[src/rtl/pipe_ctrl_pkg.sv]
// Shared encodings and control bundles for the pipeline hazard sequencer.
package pipe_ctrl_pkg;

    localparam int unsigned REG_W = 5;
    localparam int unsigned JF_W  = 3;

    localparam logic [1:0] S_RUN      = 2'd0;
    localparam logic [1:0] S_MEM_WAIT = 2'd1;
    localparam logic [1:0] S_ERR      = 2'd2;

    localparam int unsigned JF_J  = 0;
    localparam int unsigned JF_BR = 1;
    localparam int unsigned JF_JR = 2;

    localparam logic [REG_W-1:0] REG_ZERO = 5'd0;

    typedef enum logic [1:0] {
        ST_RUN      = S_RUN,
        ST_MEM_WAIT = S_MEM_WAIT,
        ST_ERR      = S_ERR
    } state_t;

    // Per-cycle pipeline control bundle
    typedef struct packed {
        logic pc_write;
        logic ifid_write;
        logic ifid_flush;
        logic idex_flush;
        logic exmem_write;
        logic memwb_write;
        logic stall;
    } ctrl_t;

    localparam ctrl_t CTRL_PASS   = ctrl_t'(7'b1100110);
    localparam ctrl_t CTRL_FREEZE = ctrl_t'(7'b0000001);
    localparam ctrl_t CTRL_FLUSH2 = ctrl_t'(7'b1111110);
    localparam ctrl_t CTRL_FLUSH1 = ctrl_t'(7'b1110110);
    localparam ctrl_t CTRL_LU     = ctrl_t'(7'b0001111);

endpackage

[src/rtl/hazard_detect.sv]
// Combinational load-use hazard detector between the ID and EX stages.
module hazard_detect
    import pipe_ctrl_pkg::*;
(
    input  logic [REG_W-1:0] i_rs_id,
    input  logic [REG_W-1:0] i_rt_id,
    input  logic             i_use_rs_id,
    input  logic             i_use_rt_id,
    input  logic             i_memread_ex,
    input  logic [REG_W-1:0] i_rd_ex,
    output logic             o_lu_c
);

    logic w_rs_hit;
    logic w_rt_hit;

    assign w_rs_hit = i_use_rs_id & (i_rs_id == i_rd_ex);
    assign w_rt_hit = i_use_rt_id & (i_rt_id == i_rd_ex);

    // $zero is never a real producer, so a load into it cannot create a hazard
    assign o_lu_c = i_memread_ex & (i_rd_ex != REG_ZERO) & (w_rs_hit | w_rt_hit);

endmodule

[src/rtl/pipe_hazard_ctrl.sv]
// Stall/flush sequencer for the five-stage pipeline: load-use bubbles,
// redirect flushes, data-memory wait freeze with timeout error latch.
// Optional perf counters (stall_cycles, flush_events) under PIPE_PERF_CNT_EN.
module pipe_hazard_ctrl
    import pipe_ctrl_pkg::*;
#(
    parameter int unsigned MEM_TIMEOUT = 16,
    parameter int unsigned CNT_W       = 8
) (
    input  logic             clk,
    input  logic             reset,
    input  logic [REG_W-1:0] rs_id,
    input  logic [REG_W-1:0] rt_id,
    input  logic             use_rs_id,
    input  logic             use_rt_id,
    input  logic             memread_ex,
    input  logic [REG_W-1:0] rd_ex,
    input  logic [JF_W-1:0]  JumpFlag,
    input  logic             mem_req,
    input  logic             mem_ack,
    output logic             pc_write,
    output logic             ifid_write,
    output logic             ifid_flush,
    output logic             idex_flush,
    output logic             exmem_write,
    output logic             memwb_write,
    output logic             Stall,
    output logic             mem_err
`ifdef PIPE_PERF_CNT_EN
    ,
    output logic [CNT_W-1:0] stall_cycles,
    output logic [CNT_W-1:0] flush_events
`endif
);

    state_t           r_state;
    logic [CNT_W-1:0] r_cnt;
    logic             w_lu;
    logic             w_mp;
    logic             w_frozen;
    ctrl_t            w_ctrl;

    hazard_detect u_hazard_detect (
        .i_rs_id      (rs_id),
        .i_rt_id      (rt_id),
        .i_use_rs_id  (use_rs_id),
        .i_use_rt_id  (use_rt_id),
        .i_memread_ex (memread_ex),
        .i_rd_ex      (rd_ex),
        .o_lu_c       (w_lu)
    );

    assign w_mp = mem_req & ~mem_ack;

    // Pipeline freezes on a fresh miss, an unfinished wait, or after a timeout
    always_comb begin
        w_frozen = 1'b1;
        case (r_state)
            ST_RUN:      w_frozen = w_mp;
            ST_MEM_WAIT: w_frozen = ~mem_ack;
            default:     w_frozen = 1'b1;
        endcase
    end

    // Output priority mux; an ack in MEM_WAIT falls through to the RUN rules
    always_comb begin
        w_ctrl = CTRL_PASS;
        if (!reset) begin
            w_ctrl = CTRL_PASS;
        end else if (w_frozen) begin
            w_ctrl = CTRL_FREEZE;
        end else if (JumpFlag[JF_BR] | JumpFlag[JF_JR]) begin
            w_ctrl = CTRL_FLUSH2;
        end else if (JumpFlag[JF_J]) begin
            w_ctrl = CTRL_FLUSH1;
        end else if (w_lu) begin
            w_ctrl = CTRL_LU;
        end
    end

    assign pc_write    = w_ctrl.pc_write;
    assign ifid_write  = w_ctrl.ifid_write;
    assign ifid_flush  = w_ctrl.ifid_flush;
    assign idex_flush  = w_ctrl.idex_flush;
    assign exmem_write = w_ctrl.exmem_write;
    assign memwb_write = w_ctrl.memwb_write;
    assign Stall       = w_ctrl.stall;
    assign mem_err     = (r_state == ST_ERR);

    // State and timeout counter; counter holds the number of frozen cycles so far
    always_ff @(posedge clk or negedge reset) begin
        if (!reset) begin
            r_state <= ST_RUN;
            r_cnt   <= '0;
        end else begin
            case (r_state)
                ST_RUN: begin
                    if (w_mp) begin
                        r_state <= ST_MEM_WAIT;
                        r_cnt   <= CNT_W'(1);
                    end
                end
                ST_MEM_WAIT: begin
                    if (mem_ack) begin
                        r_state <= ST_RUN;
                        r_cnt   <= '0;
                    end else if (r_cnt == CNT_W'(MEM_TIMEOUT - 1)) begin
                        r_state <= ST_ERR;
                    end else begin
                        r_cnt <= r_cnt + CNT_W'(1);
                    end
                end
                default: r_state <= ST_ERR;
            endcase
        end
    end

`ifdef PIPE_PERF_CNT_EN
    logic [CNT_W-1:0] r_stall_cycles;
    logic [CNT_W-1:0] r_flush_events;

    // Saturating stall-cycle and IF/ID flush counters
    always_ff @(posedge clk or negedge reset) begin
        if (!reset) begin
            r_stall_cycles <= '0;
            r_flush_events <= '0;
        end else begin
            if (w_ctrl.stall && (r_stall_cycles != '1)) begin
                r_stall_cycles <= r_stall_cycles + CNT_W'(1);
            end
            if (w_ctrl.ifid_flush && (r_flush_events != '1)) begin
                r_flush_events <= r_flush_events + CNT_W'(1);
            end
        end
    end

    assign stall_cycles = r_stall_cycles;
    assign flush_events = r_flush_events;
`endif

endmodule
[config.mk]
export PLATFORM = sky130hd
export DESIGN_NAME = pipe_hazard_ctrl
export DESIGN_NICKNAME = d
export VERILOG_FILES = /design/src/rtl/pipe_ctrl_pkg.sv /design/src/rtl/hazard_detect.sv /design/src/rtl/pipe_hazard_ctrl.sv
export SDC_FILE = /design/constraint.sdc
export NUM_CORES = 1
export LEC_CHECK = 0
export CORE_MARGIN = 8
export CORE_UTILIZATION = 40
export CTS_CLUSTER_SIZE = 10
export DETAILED_ROUTE_END_ITERATION = 10
export GPL_TIMING_DRIVEN = 0
export PLACE_DENSITY = 0.88
export SETUP_SLACK_MARGIN = 0.05
export SYNTH_ARGS = -nofsm -noshare
export SYNTH_HDL_FRONTEND = slang
export SYNTH_HIERARCHICAL = 1
export SYNTH_SLANG_ARGS = --single-unit
export TNS_END_PERCENT = 50
[constraint.sdc]
create_clock -name clk -period 8.6 [get_ports clk]
set_input_delay 2.58 -clock clk [delete_from_list [all_inputs] [get_ports clk]]
set_output_delay 2.58 -clock clk [all_outputs]
set_load 0.02 [all_outputs]
==> reports/metrics.cfg, run 1 <==
[outcome]
status=finished clean

[clock_tree]
ctsHoldBuffers=0
cts-root-buf=clkbuf_4
cts_buffers=3
post_cts_resize_count=0
ctsHtreeMaxLevel=1
cts.sinks=10
post-cts-setup-buffers=0
cts.path.max_buffers=2
clock_latency_ns=0.27
cts_tree=done
path_clk_slew_ns=0.06

[power]
power_uw=104
p_per_area_nw_per_um2=90.7
p_leak_nw=0.454
p_switching_uw=25.2
pwr-share-comb=0.243
ir_drop_uv=84.7
seqPwrFrac=0.454
clock_power_share=0.303
internal-power_uw=78.4
switching_share=0.243

[critical_path]
r2r_slack_ns=6.98
cp-end-kind=output pin
path_class=in2out
critPathRequiredTime_ns=6.02
crit_arrival_ns=4.96
cp_max_fo=3
cp-start-kind=primary input

[sta]
fin_skew_ns=0.00946
period_minus_slack_ns=7.54
hold_viol=0
fin_ws_ns=1.06
final_max_slew_viol_count=0
setup_violations=0
tns_ns=0
fmax_ghz=0.133
slew_headroom=0.565
worst_slew_pin_slew_ns=0.645
fin_crit_sh=0.876
rsz0062_at_grt=false

[layout]
nets=154
nFillCells=175
layout-drive-gt1-share=0.0873
n_antenna_cell=0
fin_area_um2=1140
instances_no_fill=153
area_delta_synth_final_pct=49.2

[synthesis]
synth_ff_type=dfrtp_1
synthDistinctLibCells=37
syn_area_per_cell_um2=8.41
yosysSeqAreaShare=0.327
postSynth.asyncResetShare=1.00
ys_warn_count=6
netlist_instances=91
syn-num-nets=117
ys_seq_elements=10
synth_edf_count=0
syn_area_um2=766

[drt]
viasPerCell=5.25
drt-initial-drc-count=22
dr.pass1.iters=4
drc_errors=0
wl_mm=2.24
vias=803
drtAntennaViolNets=0
routedWlPerCell_um=14.6

[floorplan]
core-area_um2=1880
ios=33
row_count=16
die_h_um=59.8
dieWidth_um=59.8
dieArea_um2=3570
start_util=0.407

[place]
dp_cells=150
io_buffer_count=32
gp_congestion=0.782
placed_area_um2=1120
place_ws_ns=1.05

[global_route]
globalRouteOverflowTotal=0
antenna_found_initial=0
grtUsageTotal=0.128
grt_pass1_vias=719
grt_max_degree=14
grt_pass1_wl_mm=3.39

[min_path]
hp-class=reg2reg

[run]
drv_cap=0

cell usage in the layout (no fill, tap or decap), types with 2 or more instances in the layout:
cell type,n
nand3_1,5
clkbuf_4,3
nor3_1,2
dfrtp_1,10
xor2_1,8
o21a_1,2
nand2_1,9
buf_4,2
a32o_1,2
xnor2_1,2
inv_1,4
and3_1,2
a21oi_1,8
clkdlybuf4s50_1,32
o21ai_0,7
nor2_1,5
cells by family (layout without fill, tap and decap cells):
logic type                 Yosys count  count (layout)  share of synthesized area
adders and majority gates            1               1                     0.0163
buffers and inverters                7              42                     0.0457
AOI/OAI and AO/OA                   28              28                      0.234
xor gates and xnor gates            10              10                      0.114
DFF                                 10              10                      0.327
and+or+nand+nor                     35              35                      0.263
final timing paths:
path,from,end,cells past startpoint
worst max-delay path,rd_ex[4],pc_write,9
worst min-delay path,r_state[1],r_state[0],1
worst max register to register,r_cnt[6],r_cnt[1],4
worst min register to register,r_state[1],r_state[0],1
max in group asynchronous,reset,r_cnt[2],1
min in group asynchronous,reset,r_cnt[6],1
through the flow:
| step | util | hold slack (ns) |
|---|---|---|
| after detailed placement | 0.595 | 0.490 |
| final | 0.607 | 0.492 |
| after floorplan | - | 0.448 |
| after CTS | 0.607 | 0.489 |
| after global routing | 0.607 | 0.512 |
| after global placement | 0.595 | 0.464 |
cell usage after synthesis, types with 2 or more instances:
cell type   n  area, um2
dfrtp_1    10        250
nand2_1     9       33.8
a21oi_1     8       40.0
xor2_1      8       70.1
o21ai_0     7       35.0
nand3_1     5       25.0
nor2_1      5       18.8
inv_1       4       15.0
a32o_1      2       20.0
and3_1      2       12.5
buf_4       2       15.0
nor3_1      2       10.0
o21a_1      2       15.0
xnor2_1     2       17.5
final cells by class:
| type | count | area [um2] | area share |
|---|---|---|---|
| plain buffers | 3 | 20.0 | 0.0175 |
| clock buffers | 3 | 22.5 | 0.0197 |
| inverters | 4 | 15.0 | 0.0131 |
| multi-input cells | 74 | 480 | 0.421 |
| flip-flops and latches | 10 | 250 | 0.219 |
| well taps | 27 | 33.8 | 0.0296 |
| repair buffers | 32 | 320 | 0.280 |
layer usage:
metal,track usage,routed length [um]
met4,0.0714,47
met1,0.136,891
met2,0.223,1180
met3,0.0301,118
met5,0,0
power by group through the flow:
stage / combinational, mW / clock, mW / sequential (mW)
after floorplan: 0.00779 / 0 / 0.0479
after global placement: 0.0243 / 0 / 0.0479
after detailed placement: 0.0251 / 0 / 0.0479
after CTS: 0.0252 / 0.0329 / 0.0470
after global routing: 0.0269 / 0.0352 / 0.0470
final: 0.0252 / 0.0314 / 0.0471
worst max-delay path, cell delays in order:
cell	delay (ns)
clkdlybuf4s50_1	0.48
or4_1	0.53
o21ai_1	0.14
a21oi_1	0.06
nand2b_1	0.09
nor3_1	0.05
o21ai_0	0.27
buf_4	0.17
clkdlybuf4s50_1	0.59
sequential cells by signal (all words and copies together) (netlist names):
signal	cells
r_cnt	8
r_state	2
Note: power is estimated with default switching activity, not from simulation.
==> run 2, diff against run 1 <==
--- a/config.mk
+++ b/config.mk
@@ -5,6 +5,7 @@
 export SDC_FILE = /design/constraint.sdc
 export NUM_CORES = 1
 export LEC_CHECK = 0
+export CAP_MARGIN = 20
 export CORE_MARGIN = 8
 export CORE_UTILIZATION = 40
 export CTS_CLUSTER_SIZE = 10
==> constraint.sdc (replaced) <==
create_clock -name clk -period 7.96 [get_ports clk]
set_input_delay 2.388 -clock clk [delete_from_list [all_inputs] [get_ports clk]]
set_output_delay 2.388 -clock clk [all_outputs]
set_load 0.02 [all_outputs]
==> results of run 2 <==
The final DEF is identical to that of run 1. Status: finished clean.
Among the figures that moved: setup slack after placement 1.05 ns -> 0.794 ns; setup slack after layout 1.06 ns -> 0.807 ns; register-to-register setup slack 6.98 ns -> 6.34 ns; total power 0.104 mW -> 0.112 mW; worst IR drop on VDD 84.7 uV -> 91.5 uV
